==> config.mk <==
export PLATFORM = sky130hd
export DESIGN_NAME = seg7_scan_ctrl
export DESIGN_NICKNAME = d
export VERILOG_FILES = /design/src/rtl/seg7_pkg.sv /design/src/rtl/seg7_decode.sv /design/src/rtl/seg7_scan_ctrl.sv
export SDC_FILE = /design/constraint.sdc
export NUM_CORES = 1
export LEC_CHECK = 0
export ABC_AREA = 1
export BUFFER_PORTS_ARGS = -buffer_cell sky130_fd_sc_hd__buf_2
export CELL_PAD_IN_SITES_DETAIL_PLACEMENT = 0
export CELL_PAD_IN_SITES_GLOBAL_PLACEMENT = 1
export CORE_MARGIN = 2
export CORE_UTILIZATION = 45
export DETAILED_ROUTE_END_ITERATION = 10
export PLACE_DENSITY_LB_ADDON = 0.1
export SYNTH_ARGS = -nofsm -noshare
export SYNTH_HDL_FRONTEND = slang
export SYNTH_SLANG_ARGS = --single-unit
==> constraint.sdc <==
create_clock -name clk -period 2.15 [get_ports clk]
set_input_delay 0.1075 -clock clk [delete_from_list [all_inputs] [get_ports clk]]
set_output_delay 0.1075 -clock clk [all_outputs]
set_load 0.01 [all_outputs]
==> src/rtl/seg7_pkg.sv <==
// Shared types for the 7-segment scanner: FSM state encoding and hex-to-segment table.
package seg7_pkg;

  typedef enum logic [2:0] {
    IDLE,
    LOAD,
    SHIFT_LO,
    SHIFT_HI,
    LATCH,
    DWELL
  } state_e;

  // Active-high segments, bit0=a .. bit6=g; entry 0 is the rightmost.
  localparam logic [15:0][6:0] SEG_TAB = {
    7'h71, 7'h79, 7'h5E, 7'h39, 7'h7C, 7'h77, 7'h6F, 7'h7F,
    7'h07, 7'h7D, 7'h6D, 7'h66, 7'h4F, 7'h5B, 7'h06, 7'h3F
  };

endpackage

==> src/rtl/seg7_decode.sv <==
// Nibble + decimal point (+ blank) to an SR_W-wide segment pattern, dp in bit 7.
module seg7_decode
  import seg7_pkg::*;
#(
  parameter int SR_W = 8
) (
  input  logic [3:0]      nib_i,
  input  logic            dp_i,
  input  logic            blank_i,
  output logic [SR_W-1:0] pat_o
);

  localparam int NB = (SR_W < 8) ? SR_W : 8;

  logic [7:0] seg8;

  always_comb begin
    seg8          = {dp_i, blank_i ? 7'h00 : SEG_TAB[nib_i]};
    pat_o         = '0;
    pat_o[NB-1:0] = seg8[NB-1:0];
  end

endmodule

==> src/rtl/seg7_scan_ctrl.sv <==
// Multiplexed 7-seg scanner driving two 595-style chains on a shared shift clock.
// Define SEG7_LZ_BLANK_EN to blank leading zero digits (digit 0 always shown).
module seg7_scan_ctrl
  import seg7_pkg::*;
#(
  parameter int DIGITS    = 4,
  parameter int SR_W      = 8,
  parameter int HALF_DIV  = 4,
  parameter int DWELL_CYC = 100
) (
  input  logic                clk,
  input  logic                rst,
  input  logic                en,
  input  logic [4*DIGITS-1:0] disp_data,
  input  logic [DIGITS-1:0]   disp_dp,
  input  logic                disp_wr,
  output logic                seg_ser,
  output logic                com_ser,
  output logic                srclk,
  output logic                seg_rclk,
  output logic                com_rclk,
  output logic                busy,
  output logic                frame_done
);

  localparam int DW   = (DIGITS > 1) ? $clog2(DIGITS) : 1;
  localparam int BW   = (SR_W > 1) ? $clog2(SR_W) : 1;
  localparam int CMAX = (HALF_DIV > DWELL_CYC) ? HALF_DIV : DWELL_CYC;
  localparam int CW   = (CMAX > 1) ? $clog2(CMAX) : 1;

  localparam logic [CW-1:0] HD_LAST  = CW'(HALF_DIV - 1);
  localparam logic [CW-1:0] DWL_LAST = CW'(DWELL_CYC - 1);
  localparam logic [DW-1:0] DIG_LAST = DW'(DIGITS - 1);
  localparam logic [BW-1:0] BIT_LAST = BW'(SR_W - 1);

  state_e              state_q, state_d;
  logic [DW-1:0]       dig_q, dig_d;
  logic [BW-1:0]       bit_q, bit_d;
  logic [CW-1:0]       cnt_q, cnt_d;
  logic [SR_W-1:0]     seg_pat_q, seg_pat_d;
  logic [SR_W-1:0]     com_pat_q, com_pat_d;
  logic [4*DIGITS-1:0] shd_data_q, shd_data_d, act_data_q, act_data_d;
  logic [DIGITS-1:0]   shd_dp_q, shd_dp_d, act_dp_q, act_dp_d;
  logic                fdone_q, fdone_d;

  logic [3:0]      nib;
  logic            blank;
  logic [SR_W-1:0] dec_pat;
  logic            ph_end, dwell_end;

  assign nib = act_data_q[{dig_q, 2'b00} +: 4];

`ifdef SEG7_LZ_BLANK_EN
  // Blank when this nibble and every nibble above it are zero.
  assign blank = (dig_q != '0) && ((act_data_q >> {dig_q, 2'b00}) == '0);
`else
  assign blank = 1'b0;
`endif

  seg7_decode #(.SR_W(SR_W)) u_dec (
    .nib_i  (nib),
    .dp_i   (act_dp_q[dig_q]),
    .blank_i(blank),
    .pat_o  (dec_pat)
  );

  assign ph_end    = (cnt_q == HD_LAST);
  assign dwell_end = (cnt_q == DWL_LAST);

  always_comb begin
    state_d    = state_q;
    dig_d      = dig_q;
    bit_d      = bit_q;
    cnt_d      = cnt_q;
    seg_pat_d  = seg_pat_q;
    com_pat_d  = com_pat_q;
    shd_data_d = shd_data_q;
    shd_dp_d   = shd_dp_q;
    act_data_d = act_data_q;
    act_dp_d   = act_dp_q;
    fdone_d    = 1'b0;

    if (disp_wr) begin
      shd_data_d = disp_data;
      shd_dp_d   = disp_dp;
    end

    unique case (state_q)
      IDLE: begin
        if (en) begin
          state_d    = LOAD;
          act_data_d = shd_data_q;
          act_dp_d   = shd_dp_q;
          dig_d      = '0;
        end
      end
      LOAD: begin
        seg_pat_d = dec_pat;
        com_pat_d = SR_W'(1) << dig_q;
        bit_d     = BIT_LAST;
        cnt_d     = '0;
        state_d   = SHIFT_LO;
      end
      SHIFT_LO: begin
        cnt_d = cnt_q + 1'b1;
        if (ph_end) begin
          cnt_d   = '0;
          state_d = SHIFT_HI;
        end
      end
      SHIFT_HI: begin
        cnt_d = cnt_q + 1'b1;
        if (ph_end) begin
          cnt_d = '0;
          if (bit_q == '0) begin
            state_d = LATCH;
          end else begin
            bit_d   = bit_q - 1'b1;
            state_d = SHIFT_LO;
          end
        end
      end
      LATCH: begin
        cnt_d = cnt_q + 1'b1;
        if (ph_end) begin
          cnt_d   = '0;
          state_d = DWELL;
        end
      end
      DWELL: begin
        cnt_d = cnt_q + 1'b1;
        if (dwell_end) begin
          cnt_d   = '0;
          state_d = en ? LOAD : IDLE;
          if (dig_q == DIG_LAST) begin
            // Frame boundary: shadow sampled before any same-cycle write lands.
            dig_d      = '0;
            fdone_d    = 1'b1;
            act_data_d = shd_data_q;
            act_dp_d   = shd_dp_q;
          end else begin
            dig_d = dig_q + 1'b1;
          end
        end
      end
      default: state_d = IDLE;
    endcase
  end

  always_ff @(posedge clk or posedge rst) begin
    if (rst) begin
      state_q    <= IDLE;
      dig_q      <= '0;
      bit_q      <= '0;
      cnt_q      <= '0;
      seg_pat_q  <= '0;
      com_pat_q  <= '0;
      shd_data_q <= '0;
      shd_dp_q   <= '0;
      act_data_q <= '0;
      act_dp_q   <= '0;
      fdone_q    <= 1'b0;
    end else begin
      state_q    <= state_d;
      dig_q      <= dig_d;
      bit_q      <= bit_d;
      cnt_q      <= cnt_d;
      seg_pat_q  <= seg_pat_d;
      com_pat_q  <= com_pat_d;
      shd_data_q <= shd_data_d;
      shd_dp_q   <= shd_dp_d;
      act_data_q <= act_data_d;
      act_dp_q   <= act_dp_d;
      fdone_q    <= fdone_d;
    end
  end

  logic shifting;
  assign shifting   = (state_q == SHIFT_LO) || (state_q == SHIFT_HI);
  assign seg_ser    = shifting & seg_pat_q[bit_q];
  assign com_ser    = shifting & com_pat_q[bit_q];
  assign srclk      = (state_q == SHIFT_HI);
  assign seg_rclk   = (state_q == LATCH);
  assign com_rclk   = (state_q == LATCH);
  assign busy       = (state_q != IDLE);
  assign frame_done = fdone_q;

endmodule

# Yosys cells after proc, flatten, opt, wreduce, memory -nomap -nowiden
# Memories as Yosys holds them, arrays and structs flattened. A register that Yosys moved wholly into a read port is not among the register bits.
# Index checks and enable logic that the tools add are counted.
[word_totals] regBits=72 out_inout_bits=7 word_cells=85 in_bits=24 romBits=112 mem_count=1
[op_classes] bitwise_logic=2 mux=36 n_eq_ne=15 shifts=2 magnitude_cmp=3 n_addsub=3 n_reduce_logical=12
[mem_list] name="(no name shown)" depth=16 word_bits=7 rd=1 rd_clocked_by_memory_dff=1 write_ports=0 line="seg7_decode.sv:18" rtl="seg8 = {dp_i, blank_i ? 7'h00 : SEG_TAB[nib_i]};"
[ops] operator="2-to-1 mux 16 bit" count=3
[ops] operator="one-hot mux 16 bit (2 select lines)" count=1
[ops] operator="2-to-1 mux 3 bit" count=8
[ops] operator="2-to-1 mux 7 bit" count=3
[ops] operator="one-hot mux 7 bit (3 select lines)" count=1
[ops] operator="one-hot mux 3 bit (6 select lines)" count=1
[ops] operator="indexed part select 16 x 5 -> 4 bit" count=1
[ops] operator="2-to-1 mux 4 bit" count=3
[ops] operator="inequality test 2 bit, second input constant" count=5
[ops] operator="one-hot mux 4 bit (2 select lines)" count=1
[ops] operator="<< shifter 1 x 2 -> 8 bit, first input constant" count=1
[ops] operator="adder 7 x 1 -> 7 bit, second input constant" count=1
[ops] operator="equality test 7 x 2 -> 1 bit, second input constant" count=1
[ops] operator="equality test 7 bit, second input constant" count=1
[ops] operator="2-to-1 mux 1 bit" count=7
[ops] operator="binary-select mux 1 bit (select 3 bit)" count=2
[ops] operator="equality test 3 x 2 -> 1 bit, second input constant" count=2
[ops] operator="equality test 3 bit, second input constant" count=2
[ops] operator="zero test 3 bit" count=2
[ops] operator="2-to-1 mux 2 bit" count=3
[ops] operator="one-hot mux 3 bit (2 select lines)" count=1
[ops] operator="AND reduction 3 bit" count=2
[ops] operator="nonzero test 3 bit" count=2
[ops] operator="< comparator 4 x 5 -> 1 bit, second input constant" count=1
[ops] operator="other kinds (15)" count=18

# Depth between registers and ports, before layout
[logic_depth] ltp_word=4 mapped_depth=12 ltp_nobuf=11

# Hierarchy
# Synthesis repeated with hierarchy kept, for this count alone.
[hier_totals] hier_cells=427 hier_area_um2=3584.7
[modules_own_cells] mod="seg7_scan_ctrl" cells_per_inst=379 n_inst=1 seq_area_each_um2=1701.6 area_each_um2=3281.9
[modules_own_cells] mod="seg7_decode" cells_per_inst=48 n_inst=1 seq_area_each_um2=0.0 area_each_um2=302.8

# Worst setup path after synthesis
# Ideal clock, no wire load.
[synth_timing] path_type="register to register" startpoint="reg dig_q[0]" endpoint="reg seg_pat_q[5]" period_less_slack_ps=1736 setup_ps=78 path_slack_ps=414 n_path_buf=1 arrival_time_ps=1658 path_stages_with_launch=12 required_time_ps=2072 cell_sequence="dfrtp_1 -> inv_2 -> buf_4 -> nand2_1 -> nand3_1 -> nand2_1 -> inv_1 -> ha_1 -> nand3b_1 -> nand2_1 -> nand2_1 -> a21boi_1"
[synth_between] elab_chain_len=1
[synth_lines] element="start, declared" line="seg7_scan_ctrl.sv:37" rtl="logic [DW-1:0] dig_q, dig_d;"
[synth_lines] element="start signal, assigned" line="seg7_scan_ctrl.sv:165" rtl="dig_q <= dig_d;"
[synth_lines] element="indexed part select 16 x 5 -> 4 bit" line="seg7_scan_ctrl.sv:51" rtl="assign nib = act_data_q[{dig_q, 2'b00} +: 4];"
[synth_lines] element="end, declared" line="seg7_scan_ctrl.sv:40" rtl="logic [SR_W-1:0] seg_pat_q, seg_pat_d;"
# No other way between the ends.
# A chain may end at the register's enable or synchronous reset.

# Final worst setup path
# Same ends and word-level chain as after synthesis.

==> summary.md <==
| Metric | Value |
|---|---|
| Status | `complete, no violations` |
| CTS tree | `built` |
| Register-to-register setup slack | `240 ps` |
| Initial antenna violation count | `0` |
| Post-synthesis average cell area | `8.285 um^2` |
| Largest net degree at the start of global routing | `41` |
| Period Utilization, post-route | `89.04%` |
| CTS Root Buffer Type | `clkbuf_8` |
| CTS Sinks | `68` |
| Fin. Hold Viols | `0` |
| Port bufs | `30` |
| Routed wire length | `7043 um` |
| Worst vdd ir | `0.5005 mV` |
| LEAKAGE | `2.164 nW` |
| DRT Pass-1 Iters | `4` |
| DIE WIDTH | `94.72 um` |
| RePlAce Congestion | `0.7754` |
| Setup TNS | `0 ps` |
| Total of max-cap violations | `0` |
| Global-route usage over all layers | `18.26%` |
| Avg WL per Cell | `11.58 um` |
| Initial core utilization | `45.76%` |
| Vias per cell | `4.748` |
| Syn Nets | `485` |
| RSZ-0062 raised after global routing | `no` |
| Origin of the worst setup path | `dig_q[0]$_DFFE_PP0P_` |
| Register bit total from synthesis | `68` |
| Final #Nets | `537` |
| CP Capture Type | `flip-flop` |
| DP HPWL | `5148 um` |
| Slew Limit Headroom | `60.42%` |
| CTS Buffer Depth | `2` |
| Final ANT Viol Nets | `0` |
| Sequential area share after synthesis | `45.95%` |
| Number of H-tree levels | `3` |
| # rows | `33` |
| Ant. Diodes | `0` |
| Max Fclk | `522.4 MHz` |
| Die footprint | `8972 um^2` |
| Crit path time final | `1914 ps` |
| Area Growth Syn to Fin | `17.91%` |
| Data required, critical path | `2420 ps` |
| Initial drt markers | `139` |
| Distinct cell type count after synthesis | `33` |
| Total CTS buffers | `9` |
| Pins Over Slew Limit | `0` |
| Grt ovf | `0` |
| I/O pin count | `31` |
| Final Setup Violations | `0` |
| Critical Path AT | `2180 ps` |
| # DRC | `0` |
| Reg2Reg Launch Point | `dig_q[0]$_DFFE_PP0P_` |
| HP Start | `disp_data[3]` |
| Worst skew pair latency | `350 ps` |
| Reg2reg path depth | `10` |
| Worst hold path depth | `3` |
| Die H | `94.72 um` |
| PnR worst setup slack | `235.6 ps` |
| Pwr dens | `1296 nW/um^2` |
| # Post-CTS Setup Buffers | `0` |
| Worst Skew | `12.04 ps` |
| Nature of the critical path startpoint | `flip-flop` |
| Post-Syn Area | `3704 um^2` |
| Worst Hold Class | `in2reg` |
| Overall power | `5.659 mW` |
| Synth warn | `0` |
| Share of cells above drive strength 1 | `22.86%` |
| Reg clk slew, reported paths | `80 ps` |
| Setup WS pre-CTS | `257.4 ps` |
| Mapped Cells | `447` |
| Worst slew pin tran | `593.8 ps` |
| Number of global-route vias before repair | `2,870` |
| First-pass GRT wire length | `12,880 um` |
| Vias post-DR | `2,887` |
| Crit path kind | `reg2reg` |
| Core ar. | `8093 um^2` |
| Critical path peak fanout | `14` |
==> worst max-delay path, stage by stage, from the launching register on <==
cell and delay [ps]:
dfrtp_1 440, buf_4 210, nand2_1 80, nand3_1 80
nand2_1 220, inv_1 120, ha_1 220, nand3b_1 190
nand2_1 90, nand2_1 50, a21boi_1 140
==> area by class of cell <==
type                       instances  area (um^2)
fill                             801         3726
sequential                        68         1702
multi-input combinational        305         1675
timing repair buffer              56        395.4
inverter                          59        224.0
clock buffer                      11        141.4
tap                              105        131.4
clock inverter                     4        97.59
==> sequential cells by signal, summed over array words and instances (netlist names) <==
| signal | flops |
|---|---|
| shd_dp_q | 4 |
| act_dp_q | 4 |
| frame_done | 1 |
| dig_q | 2 |
| act_data_q | 16 |
| state_q | 3 |
| shd_data_q | 16 |
| bit_q | 3 |
| cnt_q | 7 |
| com_pat_q | 4 |
| seg_pat_q | 8 |
==> kinds of logic after synthesis <==
kind of cell    count (synthesis)  synth area share [%]
compound gates                 83                 14.29
xor+xnor                        4                0.9461
fa+ha+maj                      14                 4.730
buf+inv                        74                 8.817
flops                          68                 45.95
simple gates                  204                 25.27
==> power by group <==
part	switching [mW]	internal [mW]
combinational	1.53	0.872
sequential	0.316	1.67
clock	0.475	0.796
==> synthesized netlist by cell type (all sizes together) <==
master  count  area [um^2]
o22ai       3        18.77
inv        57        214.0
o21ai      70        451.7
or2         1        6.260
ha         14        175.2
nand2     142        600.6
nor3        2        10.01
clkbuf      3        11.26
nand4       1        6.260
xnor2       2        17.52
xor2        2        17.52
a21oi       7        35.03
nor2       18        80.07
dfrtp      68         1702
a21boi      2        15.01
clkinv      2        7.510
nand3b      2        15.01
a221oi      1        8.760
buf        12        93.83
nand3      38        217.7
==> layer usage <==
layer | track usage [%] | up-vias | share of wire (%)
met4 | 5.072 | 0 | 1.1
met2 | 30.26 | 38 | 47
met5 | 0 | - | 0
met1 | 23.91 | 1318 | 48
met3 | 4.389 | 7 | 3.7
li1 | - | 1524 | -
==> timing repair <==
action / 4_1_cts / 5_1_grt
endpoints found under the hold margin: 40 / 0
hold buffers: 20 / 0
resized for setup: 0 / 2
setup endpoints to repair: 0 / 1
==> cell usage in the layout, fill, tap and decap left out, drive strengths merged, types with 3 or more instances in the layout <==
cell         instances
nand2              142
o21ai               70
dfrtp               68
inv                 57
nand3               38
buf                 36
dlygate4sd3         20
nor2                18
ha                  14
clkbuf              11
a21oi                7
o22ai                3
bufinv               3
==> final timing paths <==
kind                                                  end
worst max-delay path             seg_pat_q[5]$_DFFE_PP0N_
worst min-delay path            shd_data_q[3]$_DFFE_PP0P_
worst max register to register   seg_pat_q[5]$_DFFE_PP0N_
worst min register to register   com_pat_q[0]$_DFFE_PP0N_
max in group asynchronous         shd_dp_q[0]$_DFFE_PP0P_
min in group asynchronous            frame_done$_DFF_PP0_
==> per-stage QoR <==
| step | hold WS, ps | cell area, um^2 | utilization, % | instances |
|---|---|---|---|---|
| floorplan | 224.3 | 3704 | - | 447 |
| global placement | 169.3 | 3925 | 48.50 | 573 |
| detailed placement | 169.2 | 3925 | 48.50 | 573 |
| CTS | 2.681 | 4364 | 53.93 | 608 |
| global route | 20.51 | 4367 | 53.96 | 608 |
| finish | 10.11 | 4367 | 53.96 | 608 |
Note: power is estimated with default switching activity, not from simulation.
